## src/rtl/nmi_rr_arbiter.sv

```systemverilog
// Round-robin arbiter sharing one native-memory-interface slave port between
// NUM_MST masters. One transaction is in flight at a time and the grant is held
// until the slave completes. A watchdog terminates the transaction if the
// slave stays silent too long, returning TO_RDATA to the stalled master.
module nmi_rr_arbiter #(
  parameter int unsigned NUM_MST  = 2,
  parameter int unsigned TIMEOUT  = 255,
  parameter logic [31:0] TO_RDATA = 32'hFFFF_FFFF
) (
  input  logic                 clk_i,
  input  logic                 rst_n_i,

  // Master side
  input  logic [NUM_MST-1:0]    m_valid_i,
  input  logic [NUM_MST*32-1:0] m_addr_i,
  input  logic [NUM_MST*32-1:0] m_wdata_i,
  input  logic [NUM_MST*4-1:0]  m_wstrb_i,
  output logic [NUM_MST-1:0]    m_ready_o,
  output logic [31:0]           m_rdata_o,

  // Slave side
  output logic                  s_valid_o,
  output logic [31:0]           s_addr_o,
  output logic [31:0]           s_wdata_o,
  output logic [3:0]            s_wstrb_o,
  input  logic                  s_ready_i,
  input  logic [31:0]           s_rdata_i,

  // Status
  output logic [NUM_MST-1:0]    grant_o,
  output logic                  busy_o,
  output logic                  timeout_o
);

  localparam int unsigned IdxW = (NUM_MST > 1) ? $clog2(NUM_MST) : 1;

  localparam logic [0:0] StIdle = 1'b0;
  localparam logic [0:0] StXfer = 1'b1;

  localparam logic [IdxW-1:0] LastIdx = IdxW'(NUM_MST - 1);
  localparam logic [15:0]     ToCnt   = 16'(TIMEOUT);
  localparam bit              WdogEn  = (TIMEOUT != 0);

  logic [0:0]      state_q, state_d;
  logic [IdxW-1:0] g_q, g_d;
  logic [IdxW-1:0] lg_q, lg_d;
  logic [15:0]     cnt_q, cnt_d;

  // Per-master request fields unpacked for indexing by the grant index.
  logic [31:0] addr_arr  [NUM_MST];
  logic [31:0] wdata_arr [NUM_MST];
  logic [3:0]  wstrb_arr [NUM_MST];

  logic              arb_hit;
  logic [IdxW-1:0]   arb_idx;
  logic [NUM_MST-1:0] g_oh;
  logic              xfer;
  logic              sel_valid;
  logic              abort;
  logic              done;
  logic              to_hit;

  // Split flattened master buses into per-master fields.
  always_comb begin
    for (int i = 0; i < NUM_MST; i++) begin
      addr_arr[i]  = m_addr_i[i*32 +: 32];
      wdata_arr[i] = m_wdata_i[i*32 +: 32];
      wstrb_arr[i] = m_wstrb_i[i*4 +: 4];
    end
  end

  // Circular scan starting just after the last-granted master, so the master
  // that completed most recently has the lowest priority.
  always_comb begin
    int unsigned cand;
    arb_hit = 1'b0;
    arb_idx = '0;
    cand    = 0;
    for (int unsigned i = 1; i <= NUM_MST; i++) begin
      cand = (32'(lg_q) + i) % NUM_MST;
      if (!arb_hit && m_valid_i[cand[IdxW-1:0]]) begin
        arb_hit = 1'b1;
        arb_idx = cand[IdxW-1:0];
      end
    end
  end

  // One-hot form of the current grant index.
  always_comb begin
    g_oh      = '0;
    g_oh[g_q] = 1'b1;
  end

  // Transfer-cycle event decode; abort outranks completion, completion
  // outranks the watchdog.
  always_comb begin
    xfer      = (state_q == StXfer);
    sel_valid = m_valid_i[g_q];
    abort     = xfer && !sel_valid;
    done      = xfer && sel_valid && s_ready_i;
    to_hit    = WdogEn && xfer && sel_valid && !s_ready_i && (cnt_q == ToCnt);
  end

  // Slave request mux and master response outputs.
  always_comb begin
    s_valid_o = xfer && sel_valid && !to_hit;
    s_addr_o  = xfer ? addr_arr[g_q]  : 32'h0;
    s_wdata_o = xfer ? wdata_arr[g_q] : 32'h0;
    s_wstrb_o = xfer ? wstrb_arr[g_q] : 4'h0;

    m_ready_o = (done || to_hit) ? g_oh : '0;
    if (done) begin
      m_rdata_o = s_rdata_i;
    end else if (to_hit) begin
      m_rdata_o = TO_RDATA;
    end else begin
      m_rdata_o = 32'h0;
    end
    timeout_o = to_hit;

    grant_o = xfer ? g_oh : '0;
    busy_o  = xfer;
  end

  // Next-state logic: arbitrate in IDLE, track the slave wait in XFER.
  always_comb begin
    state_d = state_q;
    g_d     = g_q;
    lg_d    = lg_q;
    cnt_d   = cnt_q;
    case (state_q)
      StIdle: begin
        if (arb_hit) begin
          state_d = StXfer;
          g_d     = arb_idx;
          cnt_d   = 16'h0;
        end
      end
      StXfer: begin
        if (abort || done || to_hit) begin
          state_d = StIdle;
          lg_d    = g_q;
        end else if (cnt_q != 16'hFFFF) begin
          cnt_d = cnt_q + 16'd1;
        end
      end
      default: begin
        state_d = StIdle;
      end
    endcase
  end

  // State registers; lg resets to the last index so master 0 wins first.
  always_ff @(posedge clk_i or negedge rst_n_i) begin
    if (!rst_n_i) begin
      state_q <= StIdle;
      g_q     <= '0;
      lg_q    <= LastIdx;
      cnt_q   <= 16'h0;
    end else begin
      state_q <= state_d;
      g_q     <= g_d;
      lg_q    <= lg_d;
      cnt_q   <= cnt_d;
    end
  end

endmodule

```

## config.mk

```make
export PLATFORM = sky130hd
export DESIGN_NAME = nmi_rr_arbiter
export DESIGN_NICKNAME = d
export VERILOG_FILES = /design/src/rtl/nmi_rr_arbiter.sv
export SDC_FILE = /design/constraint.sdc
export NUM_CORES = 1
export LEC_CHECK = 0
export ABC_AREA = 1
export CORE_MARGIN = 8
export CORE_UTILIZATION = 27
export DETAILED_ROUTE_END_ITERATION = 12
export HOLD_SLACK_MARGIN = 0.05
export PLACE_DENSITY = 0.9
export SETUP_SLACK_MARGIN = 0.02
export SYNTH_ARGS = -nofsm -noshare
export SYNTH_HDL_FRONTEND = slang
export SYNTH_SLANG_ARGS = --single-unit
```

## constraint.sdc

```tcl
create_clock -name clk_i -period 1.8 [get_ports clk_i]
set_input_delay 0.27 -clock clk_i [delete_from_list [all_inputs] [get_ports clk_i]]
set_output_delay 0.27 -clock clk_i [all_outputs]
set_load 0.005 [all_outputs]
```

; ---- Yosys cells after proc, flatten, opt, wreduce, memory -nomap -nowiden
; Index checks and enable logic that the tools add are counted.
[classes]
add_sub_neg = 3
magnitude_cmp = 5
n_eq_ne = 5
n_mux = 35
n_bitwise = 2
n_reduce_logical = 18
[ops]
columns = op, count
row1 = two-way mux 32 bit, 10
row2 = two-way mux 16 bit, 3
row3 = one-hot mux 16 bit (2 select lines), 1
row4 = adder 16 x 1 -> 16 bit (second input constant), 1
row5 = equality test 16 x 8 -> 1 bit (second input constant), 1
row6 = two-way mux 4 bit, 4
row7 = inequality test 16 bit (second input constant), 1
row8 = two-way mux 1 bit, 13
row9 = logical AND 1 bit, 8
row10 = < comparator 1 x 2 -> 1 bit (second input constant), 3
row11 = logical NOT 1 bit, 4
row12 = two-way mux 2 bit, 2
row13 = inequality test 2 bit (second input constant), 2
row14 = AND reduction 2 bit, 2
row15 = logical OR 1 bit, 3
row16 = AND reduction 3 bit, 1
row17 = adder 1 bit (second input constant), 2
row18 = >= comparator 2 bit (second input constant), 1
row19 = inequality test 2 x 1 -> 1 bit (second input constant), 1
row20 = inverter 1 -> 2 bit, 1
row21 = one-hot mux 1 bit (2 select lines), 1
row22 = demux 1 bit (select 1 bit), 1
row23 = >= comparator 1 bit (second input constant), 1
row24 = inverter 1 bit, 1
[totals]
ff_bits = 19
input_bits = 173

; ---- Logic depth before layout (Yosys ltp)
[depth]
word_depth = 9
ltp_mapped = 12
depth_no_buf = 11

; ---- Worst setup path before layout
; OpenSTA, ideal clock, no wires.
[synth_timing]
kind = reg2out
startpoint = register cnt_q[0]
endpoint = output port m_rdata_o[10]
arrival_ns = 1.476
path_slack_ns = 0.054
path_stages_with_launch = 9
path_cell_list = dfrtp_1 > ha_1 > nand2_1 > nor2_1 > nand2_2 > inv_2 > nand3_1 > clkbuf_1 > nand2_1
[synth_between]
elab_chain_cells = 4
[synth_lines]
columns = item, line_no
row1 = "start, declared", 47  ; logic [15:0] cnt_q, cnt_d;
row2 = "start signal, assigned", 164  ; cnt_q <= cnt_d;
row3 = equality test 16 x 8 -> 1 bit, 101  ; to_hit = WdogEn && xfer && sel_valid && !s_ready_i && (cnt_q == ToCnt);
row4 = logical AND 1 bit, 101
row5 = two-way mux 32 bit, 114  ; end else if (to_hit) begin
row6 = two-way mux 32 bit, 112  ; if (done) begin
row7 = "end, declared", 19  ; output logic [31:0] m_rdata_o,
; Every way passes these cells.

; ---- Final worst setup path
[layout_timing]
startpoint = register cnt_q[13]
endpoint = output port m_rdata_o[17]
; The elaborated chain is that of the path after synthesis.

==> metrics.md <==
| Metric | Value |
|---|---|
| Critical Path Source | cnt_q[13] |
| RSZ-0062 raised after global routing | yes |
| Total number of vias | 4714 |
| Post-synthesis mux area share | 0% |
| Hold Buf Count CTS | 0 |
| Reg clk slew, reported paths | around 0.08 ns |
| Area leader, netlist | a22o_1 |
| WL final | 21.50 mm |
| Max_slew headroom | approximately four fifths |
| Unique cell type count in the Yosys netlist | 26 |
| Syn nets | 555 |
| Top cells by area, synth | a22o_1, dfrtp_1, nand2_1, nand3_1, nor2_1 |
| Initial Utilization | between 20% and 30% |
| Synth Register Bits | 19 |
| Largest net degree at the start of global routing | 29 |
| First-pass GRT wire length | about 28 mm |
| Die height | 109.0 µm |
| Max Clock Skew | 0.008873 ns |
| Crit Path Max Fanout | 6 |
| CTS Buf Count | 3 |
| Clock Tree Buf Depth | 2 |
| P_int | around 5 mW |
| Mean Syn Cell Area | 6.125 µm² |
| Post-Place Cells | 802 |
| Fin util | 79.06% |
| Die area | approximately 0.012 mm² |
| Violated checks | negative setup slack |
| Global route total overflow | 0 |
| Max incr delay on CP | 0.39 ns |
| Net switching power | 3.615 mW |
| Initial antenna violation count | 1 |
| Post-Synth Simple-Gate Area | between 40% and 50% |
| Logic pwr share | 90.0% |
| Count of flip-flops with a built-in enable after synthesis | 0 |
| Worst setup EP type | primary output |
| Cells after synthesis | 381 |
| Final hold vios | 0 |
| CTS root buf | clkbuf_8 |
| CP Class | flip-flop to primary output |
| DP Worst Slack | -0.6657 ns |
| Final setup violation count | ~120 |
| Slowest CP cell | dfrtp_1 |
| Final period util | 120.0% |
| Status | complete, but fails checks |
| Cell Chain, Critical Path | nor2_1, nand2_1, nor2_2, nand3_4, buf_8, buf_6, buf_6, nand2_2, buf_6 |
| Final instance area | between 0.006 and 0.007 mm² |
| Async SR Flop Fraction | 100.0% |
| Mapped cell area | 0.002333 mm² |
| Most common cell in the synthesized netlist | nand2_1 |
| H-tree levels | 1 |
| Reg power frac | 6.4% |
| Synth Area in Compound Gates | ~29% |
| Synth warnings | 0 |
| Final nets | 936 |
| Hold crit path type | input port to asynchronous set/reset pin |
| Io pins | 280 |
| Die Span X | 109.0 µm |
| Critical Path Most Common Cell | buf_6 |
| Layout cells sized above 1 | 40.60% |
| Vias per std cell | 5.418 |
| Tot GR Track Use | 31.74% |
| Post-DRT Antenna Nets | 0 |
| Final worst slack | -0.3593 ns |
| WP data arrival | 1.89 ns |
| Reg-to-Reg Start | cnt_q[0] |
| Drt drc | 0 |
| Top post-synthesis cells by count | nand2_1, a22o_1, nand3_1 |
| Worst-Skew Late Latency | 0.26 ns |
| WL/cell | between 20 and 25 µm |
| Dpl hpwl | 15.01 mm |
| Main combinational cell family by area after synthesis | simple AND/OR/NAND/NOR gates |
| Clock Power Share | under 10% |
| Core area | 0.008551 mm² |
| PortBufs | 279 |
| Post-layout minimum cycle time | 2.159 ns |
| Power Density | 1264 mW/mm² |
| Pre-antenna DRT Iters | 5 |
| Fmax | 463.1 MHz |
| Switching share of total power | 42.31% |
| Adder-Cell Fraction of Synth Area | less than 1% |
| Non-Filler Instances | 870 |
| P_leak | about 3.4 nW |
| Post-DP Area | 0.005677 mm² |
| Worst EP required | 1.53 ns |
| Area grow syn2layout | 189.7% |
| Yosys top cell area share | 25.52% |
| Slew @ Worst Pin | roughly 0.29 ns |
| Final setup TNS | -18.94 ns |
| MaxCap Viol Count | 0 |
| Post-Synth XOR/XNOR Area | 0.3753% |
| Max-slew violation count | 0 |
| DRT iter0 DRCs | 456 |
| Rows | 34 |
| CTS tree | done |
| Final GP Congestion | 1.017 |
| Peak supply drop | between 0.0006 and 0.0007 V |
| Vias in the first global route | ~4.6k |
| Sink Count | 19 |
| Startpoint types | flip-flop |
| Sequential area share after synthesis | approximately 20% |
| Dominant synthesized flop cell | dfrtp_1 |
final timing paths:
| kind | end | slack (ns) | cells after the start |
|---|---|---|---|
| max | m_rdata_o[17] | -0.36 | 9 |
| min | cnt_q[12] | 0.34 | 2 |
| max reg2reg | cnt_q[14] | -0.16 | 14 |
| min reg2reg | lg_q | 0.48 | 2 |
| max in group asynchronous | lg_q | 1.19 | 2 |
| min in group clk_i | g_q | 0.46 | 3 |
what timing repair did:
item | CTS | global route
pin swaps | 17 | 50
buffers inserted | 42 | 15
endpoints found under the setup margin | 123 | 122
gates cloned | 10 | 3
endpoints found under the hold margin | 0 | 0
resized for setup | 524 | 107
layout make-up:
class	count	area [µm²]
tap	108	135.1
inverter	21	91.34
multi-input combinational	312	2069
clock buffer	4	45.04
antenna	1	2.502
timing repair buffer	405	3939
sequential	19	478.0
fill	522	1790
metal layers:
metal / global-route usage, % / part of all wire (%)
met1: 34.76 / 34
met2: 55.55 / 48
met3: 11.58 / 13
met4: 10.36 / 4.8
met5: 0 / 0
metrics by stage:
stage	hold slack, ns	power [mW]
after floorplan	-0.02559	2.558
after global placement	0.4619	6.065
after detailed placement	0.4724	6.096
after CTS	0.3561	8.012
after global routing	0.3693	8.885
final	0.3444	8.546
cells by family after synthesis:
| kind of cell | Yosys count |
|---|---|
| adders and majority gates | 1 |
| xor gates and xnor gates | 1 |
| buffers and inverters | 50 |
| DFF | 19 |
| AOI/OAI and AO/OA | 82 |
| and+or+nand+nor | 228 |
cells in the final DEF (no fill, tap or decap), types with 2 or more instances in the layout:
cell type	instances
buf_2	49
nand3_1	53
buf_6	85
buf_8	9
o21ai_1	2
nand3_4	2
inv_2	4
a22o_1	47
inv_1	15
clkbuf_2	10
nor2_1	38
dlygate4sd2_1	3
buf_4	63
buf_16	4
nand3b_1	2
nor2_4	4
nor2_2	4
a21oi_1	5
nand2_4	15
nand2_2	15
nand2_1	89
a22o_4	21
clkbuf_8	3
o21ai_0	4
clkbuf_16	2
nor3_1	3
clkdlybuf4s50_1	170
buf_12	9
dfrtp_1	17
registers in the layout, summed over array words and instances (netlist names):
name	cells
busy_o	1
g_q	1
cnt_q	16
lg_q	1
worst max-delay path: cells and delay by family, from the launching register on:
| family | cells | cell delay, ns |
|---|---|---|
| flops | 1 | 0.39 |
| simple gates | 5 | 0.74 |
| buf+inv | 4 | 0.50 |
power by group through the flow:
stage / logic [mW] / registers, mW / clock network, mW
2_1_floorplan: 1.99 / 0.569 / 0
3_3_place_gp: 5.51 / 0.552 / 0
3_5_place_dp: 5.54 / 0.553 / 0
4_1_cts: 7.16 / 0.542 / 0.307
5_1_grt: 8.00 / 0.554 / 0.327
6_report: 7.69 / 0.548 / 0.306
Power figures use the tool's default switching activity.
